### src/rtl/scpu.sv
// Single-cycle RV32I-subset core: combinational fetch/decode/execute, PC and register file on rising clk.
// Define SCPU_DEBUG_EN to add the dbg_reg_addr/dbg_reg_data register read-back port.
module scpu (
    input  logic        clk,
    input  logic        rst,
    input  logic [31:0] inst_in,
    input  logic [31:0] Data_in,
    input  logic        MIO_ready,
    output logic        MemRW,
    output logic        CPU_MIO,
    output logic [31:0] Addr_out,
    output logic [31:0] Data_out,
    output logic [31:0] PC_out
`ifdef SCPU_DEBUG_EN
    ,
    input  logic [4:0]  dbg_reg_addr,
    output logic [31:0] dbg_reg_data
`endif
);

    typedef enum logic [6:0] {
        OPC_OP     = 7'h33,
        OPC_OPIMM  = 7'h13,
        OPC_LOAD   = 7'h03,
        OPC_STORE  = 7'h23,
        OPC_BRANCH = 7'h63,
        OPC_JAL    = 7'h6F,
        OPC_JALR   = 7'h67,
        OPC_LUI    = 7'h37,
        OPC_AUIPC  = 7'h17
    } opcode_t;

    typedef enum logic [3:0] {
        ALU_ADD, ALU_SUB, ALU_SLL, ALU_SLT, ALU_SLTU,
        ALU_XOR, ALU_SRL, ALU_SRA, ALU_OR,  ALU_AND
    } alu_op_t;

    typedef enum logic [2:0] {
        WB_ALU, WB_MEM, WB_LINK, WB_LUI, WB_AUIPC
    } wb_sel_t;

    logic [31:0] pc;
    logic [31:0] rf [32];

    logic [6:0]  opcode;
    logic [2:0]  funct3;
    logic [6:0]  funct7;
    logic [4:0]  rd, rs1, rs2;
    logic [31:0] imm_i, imm_s, imm_b, imm_u, imm_j;
    logic [31:0] rs1_val, rs2_val;

    assign opcode = inst_in[6:0];
    assign funct3 = inst_in[14:12];
    assign funct7 = inst_in[31:25];
    assign rd     = inst_in[11:7];
    assign rs1    = inst_in[19:15];
    assign rs2    = inst_in[24:20];

    assign imm_i = {{20{inst_in[31]}}, inst_in[31:20]};
    assign imm_s = {{20{inst_in[31]}}, inst_in[31:25], inst_in[11:7]};
    assign imm_b = {{20{inst_in[31]}}, inst_in[7], inst_in[30:25], inst_in[11:8], 1'b0};
    assign imm_u = {inst_in[31:12], 12'b0};
    assign imm_j = {{12{inst_in[31]}}, inst_in[19:12], inst_in[20], inst_in[30:21], 1'b0};

    assign rs1_val = (rs1 == 5'd0) ? '0 : rf[rs1];
    assign rs2_val = (rs2 == 5'd0) ? '0 : rf[rs2];

    logic        reg_we, use_imm, alu_alt;
    logic        is_load, is_store, is_branch, is_jal, is_jalr;
    wb_sel_t     wb_sel;
    logic [31:0] mem_imm;

    // Anything not matched below falls through with every enable low, i.e. a NOP.
    always_comb begin
        reg_we    = 1'b0;
        use_imm   = 1'b0;
        alu_alt   = 1'b0;
        is_load   = 1'b0;
        is_store  = 1'b0;
        is_branch = 1'b0;
        is_jal    = 1'b0;
        is_jalr   = 1'b0;
        wb_sel    = WB_ALU;
        mem_imm   = imm_i;
        case (opcode)
            OPC_OP: begin
                if (funct7 == 7'h00 || (funct7 == 7'h20 && (funct3 == 3'b000 || funct3 == 3'b101))) begin
                    reg_we  = 1'b1;
                    alu_alt = funct7[5];
                end
            end
            OPC_OPIMM: begin
                use_imm = 1'b1;
                case (funct3)
                    3'b001:  reg_we = (funct7 == 7'h00);
                    3'b101: begin
                        reg_we  = (funct7 == 7'h00) || (funct7 == 7'h20);
                        alu_alt = funct7[5];
                    end
                    default: reg_we = 1'b1;
                endcase
            end
            OPC_LOAD: begin
                if (funct3 == 3'b010) begin
                    is_load = 1'b1;
                    reg_we  = 1'b1;
                    wb_sel  = WB_MEM;
                end
            end
            OPC_STORE: begin
                is_store = (funct3 == 3'b010);
                mem_imm  = imm_s;
            end
            OPC_BRANCH: is_branch = (funct3 != 3'b010) && (funct3 != 3'b011);
            OPC_JAL: begin
                is_jal = 1'b1;
                reg_we = 1'b1;
                wb_sel = WB_LINK;
            end
            OPC_JALR: begin
                if (funct3 == 3'b000) begin
                    is_jalr = 1'b1;
                    reg_we  = 1'b1;
                    wb_sel  = WB_LINK;
                end
            end
            OPC_LUI: begin
                reg_we = 1'b1;
                wb_sel = WB_LUI;
            end
            OPC_AUIPC: begin
                reg_we = 1'b1;
                wb_sel = WB_AUIPC;
            end
            default: ;
        endcase
    end

    alu_op_t     alu_op;
    logic [31:0] op_b, alu_res;
    logic [4:0]  shamt;

    assign op_b  = use_imm ? imm_i : rs2_val;
    assign shamt = op_b[4:0];

    always_comb begin
        case (funct3)
            3'b000:  alu_op = alu_alt ? ALU_SUB : ALU_ADD;
            3'b001:  alu_op = ALU_SLL;
            3'b010:  alu_op = ALU_SLT;
            3'b011:  alu_op = ALU_SLTU;
            3'b100:  alu_op = ALU_XOR;
            3'b101:  alu_op = alu_alt ? ALU_SRA : ALU_SRL;
            3'b110:  alu_op = ALU_OR;
            default: alu_op = ALU_AND;
        endcase
    end

    always_comb begin
        alu_res = '0;
        case (alu_op)
            ALU_ADD:  alu_res = rs1_val + op_b;
            ALU_SUB:  alu_res = rs1_val - op_b;
            ALU_SLL:  alu_res = rs1_val << shamt;
            ALU_SLT:  alu_res = {31'b0, $signed(rs1_val) < $signed(op_b)};
            ALU_SLTU: alu_res = {31'b0, rs1_val < op_b};
            ALU_XOR:  alu_res = rs1_val ^ op_b;
            ALU_SRL:  alu_res = rs1_val >> shamt;
            ALU_SRA:  alu_res = $signed(rs1_val) >>> shamt;
            ALU_OR:   alu_res = rs1_val | op_b;
            ALU_AND:  alu_res = rs1_val & op_b;
            default:  alu_res = '0;
        endcase
    end

    logic        br_taken;
    logic [31:0] pc_plus4, next_pc, wb_data;

    always_comb begin
        case (funct3)
            3'b000:  br_taken = (rs1_val == rs2_val);
            3'b001:  br_taken = (rs1_val != rs2_val);
            3'b100:  br_taken = $signed(rs1_val) <  $signed(rs2_val);
            3'b101:  br_taken = $signed(rs1_val) >= $signed(rs2_val);
            3'b110:  br_taken = rs1_val <  rs2_val;
            3'b111:  br_taken = rs1_val >= rs2_val;
            default: br_taken = 1'b0;
        endcase
    end

    assign pc_plus4 = pc + 32'd4;

    always_comb begin
        next_pc = pc_plus4;
        if (is_jal)
            next_pc = pc + imm_j;
        else if (is_jalr)
            next_pc = (rs1_val + imm_i) & 32'hFFFF_FFFE;
        else if (is_branch && br_taken)
            next_pc = pc + imm_b;
    end

    always_comb begin
        case (wb_sel)
            WB_MEM:   wb_data = Data_in;
            WB_LINK:  wb_data = pc_plus4;
            WB_LUI:   wb_data = imm_u;
            WB_AUIPC: wb_data = pc + imm_u;
            default:  wb_data = alu_res;
        endcase
    end

    always_ff @(posedge clk) begin
        if (rst) begin
            pc <= '0;
            for (int unsigned i = 0; i < 32; i++)
                rf[i[4:0]] <= '0;
        end else if (MIO_ready) begin
            pc <= next_pc;
            if (reg_we && rd != 5'd0)
                rf[rd] <= wb_data;
        end
    end

    // Bus outputs are held quiet for the whole reset cycle so no store escapes.
    assign MemRW    = is_store & MIO_ready & ~rst;
    assign CPU_MIO  = (is_load | is_store) & ~rst;
    assign Addr_out = rst ? '0 : rs1_val + mem_imm;
    assign Data_out = rst ? '0 : rs2_val;
    assign PC_out   = pc;

`ifdef SCPU_DEBUG_EN
    assign dbg_reg_data = (dbg_reg_addr == 5'd0) ? '0 : rf[dbg_reg_addr];
`endif

endmodule

### config.mk
export PLATFORM = sky130hd
export DESIGN_NAME = scpu
export DESIGN_NICKNAME = d
export VERILOG_FILES = /design/src/rtl/scpu.sv
export SDC_FILE = /design/constraint.sdc
export NUM_CORES = 2
export LEC_CHECK = 0
export CORE_UTILIZATION = 69
export CTS_CLUSTER_SIZE = 8
export DETAILED_ROUTE_END_ITERATION = 7
export GPL_TIMING_DRIVEN = 0
export PLACE_DENSITY = 0.85
export REMOVE_ABC_BUFFERS = 1
export SKIP_LAST_GASP = 1
export SYNTH_ARGS = -nofsm -noshare
export SYNTH_HDL_FRONTEND = slang
export SYNTH_SLANG_ARGS = --single-unit
### constraint.sdc
create_clock -name clk -period 16.3 [get_ports clk]
set_clock_uncertainty 0.1 [all_clocks]
set_input_delay 2.445 -clock clk [delete_from_list [all_inputs] [get_ports clk]]
set_output_delay 2.445 -clock clk [all_outputs]
set_load 0.02 [all_outputs]
==> flow_summary.toml, run 1 <==
[yosys]
ys_seq_area_frac = 0.425
synth-edff-count = 1024
syn-instance-count = 7042
syn_area_um2 = 73700
ys.flop_type = "edfxtp_1"
ys_types = 114
ys_ff_latch = 1055
ys_async_sr_fraction = 0
avgSynthCellArea_um2 = 10.5
yosysWarnings = 0

[die]
die_w_um = 329
initial_core_util = 0.698
io_pins = 165
num_rows = 119
die_h_um = 329

[grt]
grt_antenna_before_repair = 41
grt_usage = 0.758
gr-total-overflow = 57
grt_max_degree = 94

[outcome]
error = "[ERROR GRT-0232] Routing congestion too high. Check the congestion heatmap in the GUI."
status = "aborted with a tool error"
haltStage = "5_1_grt"

[cts]
cts_resized = 0
htree_num_levels = 4
clock_sinks = 1055
cts_hold_buf = 0
ctsRootBufferMaster = "clkbuf_16"
numCtsBuffers = 150
clock_path_buffers = 3
cts_setup_buffers = 0

[placed_design]
place_congestion = 1.11
place_inst = 8139
place_ws_ns = 3.74
numPortBuffers = 163
place_area_um2 = 77400
hpwl_mm = 212
-- kinds of logic after synthesis --
logic type / Yosys count / share of synthesized area
adder cells (fa/ha/maj): 226 / 0.0391
other: 1 / 0.0000509
AO/OA/AOI/OAI: 1694 / 0.153
flip-flops: 1055 / 0.425
AND/OR/NAND/NOR: 2210 / 0.134
multiplexers: 881 / 0.176
buffers and inverters: 796 / 0.0508
XOR/XNOR: 179 / 0.0213
-- metrics by stage --
step,utilization,hold slack [ns]
detailed placement,0.733,0.478
CTS,0.772,0.487
floorplan,-,0.501
global placement,0.702,0.476
-- synth_stat cells (all sizes together), types with 47 or more instances --
cell type  count  area share
nor2        1209       0.063
edfxtp      1024        0.42
a21oi        449       0.030
mux2i        437       0.059
clkbuf       344       0.018
nand2        333       0.017
o21ai        326       0.022
mux4         318       0.098
buf          261       0.022
nor3         225       0.015
ha           219       0.037
inv          157      0.0080
o22ai        154       0.013
mux2         126       0.019
xnor2        115       0.014
o221ai        95       0.011
a21o          81      0.0082
a211oi        67      0.0070
a221oi        66      0.0078
nand2b        66      0.0056
nand3         65      0.0044
xor2          64      0.0076
o21bai        52      0.0053
nand4         47      0.0040
o211ai        47      0.0049
-- metal layers --
metal	overflow	GRT usage
met5	0	0.470
met4	32	0.718
met3	0	0.609
met2	21	0.904
met1	4	0.770
==> inputs of run 2 (changes only) <==
CORE_UTILIZATION = 40   (was 69)
CTS_CLUSTER_SIZE = unset   (was 8)
PLACE_DENSITY = unset   (was 0.85)
PLACE_DENSITY_LB_ADDON = 0.15   (was unset)
==> run 2 against run 1 <==
The flow now finishes, with violations (design-rule violations, max-slew violations). Synthesized cell count is the same. Synthesized area did not move.
==> flow_summary.toml, run 2 <==
[placed_design]
numPortBuffers = 163
place_ws_ns = 4.17
hpwl_mm = 217
place_congestion = 1.02
place_area_um2 = 79100

[power]
leakage_uw = 0.0303
ir_drop_v = 0.0000815
powerDensity_nw_per_um2 = 101

[yosys]
yosysWarnings = 0
ys_seq_area_frac = 0.425
ys_types = 114
ys_async_sr_fraction = 0
yosys.area.top_type = "edfxtp_1"
synth_top_area_frac = 0.417
syn-instance-count = 7042
synth-edff-count = 1024
ys_ff_latch = 1055
netlist_top_cells_count = "nor2_1, edfxtp_1, a21oi_1"
ys.flop_type = "edfxtp_1"
syn_area_um2 = 73700
synth_most_common_cell = "nor2_1"
synthTopCellsByArea = "edfxtp_1, mux4_2, nor2_1"
avgSynthCellArea_um2 = 10.5

[cts]
cts_hold_buf = 0
htree_num_levels = 3
clk_transition_reported_paths_ns = 0.06
numCtsBuffers = 118
ctsRootBufferMaster = "clkbuf_16"
cts_resized = 0
clk_latency_ns = 0.80
cts_tree = "done"
cts_setup_buffers = 0
clock_sinks = 1055
clock_path_buffers = 3

[grt]
gr-total-overflow = 0
grt_max_degree = 92
grt_pass1_vias = 61103
grt_pass1_wl_mm = 465
grt_usage = 0.351
grt_antenna_before_repair = 10

[timing]
tns_ns = 0
fmax_ghz = 0.0815
rsz0062_at_grt = "no"
slew_headroom = -0.0524
worst_slew_pin_slew_ns = 1.58
maxSlewViolCount = 2
hold_viol_final = 0
setup-violations-final = 0
timing.hold.ws_ns = 0.492
period_needed_ns = 12.27
post-route-period-util = 0.753
setup_slack_ns = 4.03

[route]
vias = 63504
first_iter_violations = 9171
ant_nets = 0
drc = 13
first_pass_iters = 8
routed_via_density = 6.72
wl_per_cell_um = 35.5
wl_mm = 335

[cells_and_area]
largest_reg_flops = 1024
area_growth_pct = 12.4
multi_input_area_um2 = 39600
drive_gt1_frac = 0.143
final_cell_mix = "nor2_1, edfxtp_1, a21oi_1"
regArea_um2 = 31400
fin_util = 0.453
final_common_cell = "nor2_1"
fill_cells = 17263
design_area_um2 = 82900
final_nets = 7173
regMostFlops = "rf"

[die]
io_pins = 165
num_rows = 157
core_area_um2 = 183000
dieArea_um2 = 186000
die_w_um = 431
initial_core_util = 0.403
die_h_um = 431

[hold_path]
hp-class = "register to register"

[outcome]
failed_checks = "design-rule violations, max-slew violations"
status = "finished, violations left"

[critical_path]
start_kind = "input port"
arrival_ns = 9.72
critPathMaxFanout = 52
critical_path.endpoint_type = "output pin"
critical_path_class = "input port to output pin"
cp_data_required_time_ns = 13.76

[flow_run]
maxCapViolations = 0
[run 2: cell counts after synthesis]
Identical to the previous run, type by type.
[run 2: cell families after synthesis]
group | Yosys count | share of synthesized area
and+or+nand+nor | 2210 | 0.134
adders and majority gates | 226 | 0.0391
buffers and inverters | 796 | 0.0508
xor gates and xnor gates | 179 | 0.0213
AOI/OAI and AO/OA | 1694 | 0.153
other | 1 | 0.0000509
DFF | 1055 | 0.425
muxes | 881 | 0.176
[run 2: cell type report]
type,count,area share
diodes,3,0.0000906
clock buffers,142,0.0367
clock inverters,84,0.00860
inverters,167,0.00764
multi-input cells,5223,0.478
flip-flops and latches,1055,0.378
well taps,2464,0.0372
repair buffers,315,0.0535
[run 2: path summary, 6_finish.rpt]
kind	startpoint	end	slack, ns	cells after the start
worst max-delay path	inst_in[15]	Addr_out[28]	4.03	24
worst min-delay path	PC_out[30]	PC_out[30]	0.49	2
worst max register to register	rf[30][1]	rf[24][29]	7.76	18
worst min register to register	PC_out[30]	PC_out[30]	0.49	2
[run 2: power breakdown]
group / leakage [µW] / total (µW) / internal [µW] / switching, µW
clock: 0.00184 / 2680 / 1460 / 1210
combinational: 0.0177 / 2610 / 862 / 1750
sequential: 0.0108 / 3120 / 3060 / 55.7
total: 0.0303 / 8410 / 5390 / 3020
[run 2: stage by stage]
stage               total power [µW]  instances
floorplan                       4540       6445
global placement                5780       9072
detailed placement              5690       9223
CTS                             8330       9449
global route                    8620       9450
finish                          8410       9453
[run 2: layer usage]
metal / track usage / wire (µm) / up-vias
li1: - / - / 26423
met2: 0.539 / 149000 / 4037
met3: 0.0756 / 35700 / 861
met1: 0.459 / 129000 / 32167
met5: 0 / 99 / -
met4: 0.198 / 21100 / 16
[run 2: critical path: stages]
cell	delay (ns)
buf_8	0.35
buf_16	0.38
buf_16	0.39
or3b_2	0.56
buf_12	0.27
o22ai_1	0.12
nor3_1	0.45
o21ai_0	0.37
nand2_1	0.39
inv_1	0.20
ha_1	0.26
fa_1	0.43
a21o_1	0.18
a21oi_1	0.22
o21bai_1	0.20
a21oi_1	0.52
nor2b_1	0.09
o21ai_0	0.17
nand2b_1	0.22
a21bo_2	0.30
a21oi_1	0.16
xor2_1	0.08
nor2_1	0.09
clkdlybuf4s50_1	0.68
Note: power is estimated with default switching activity, not from simulation.
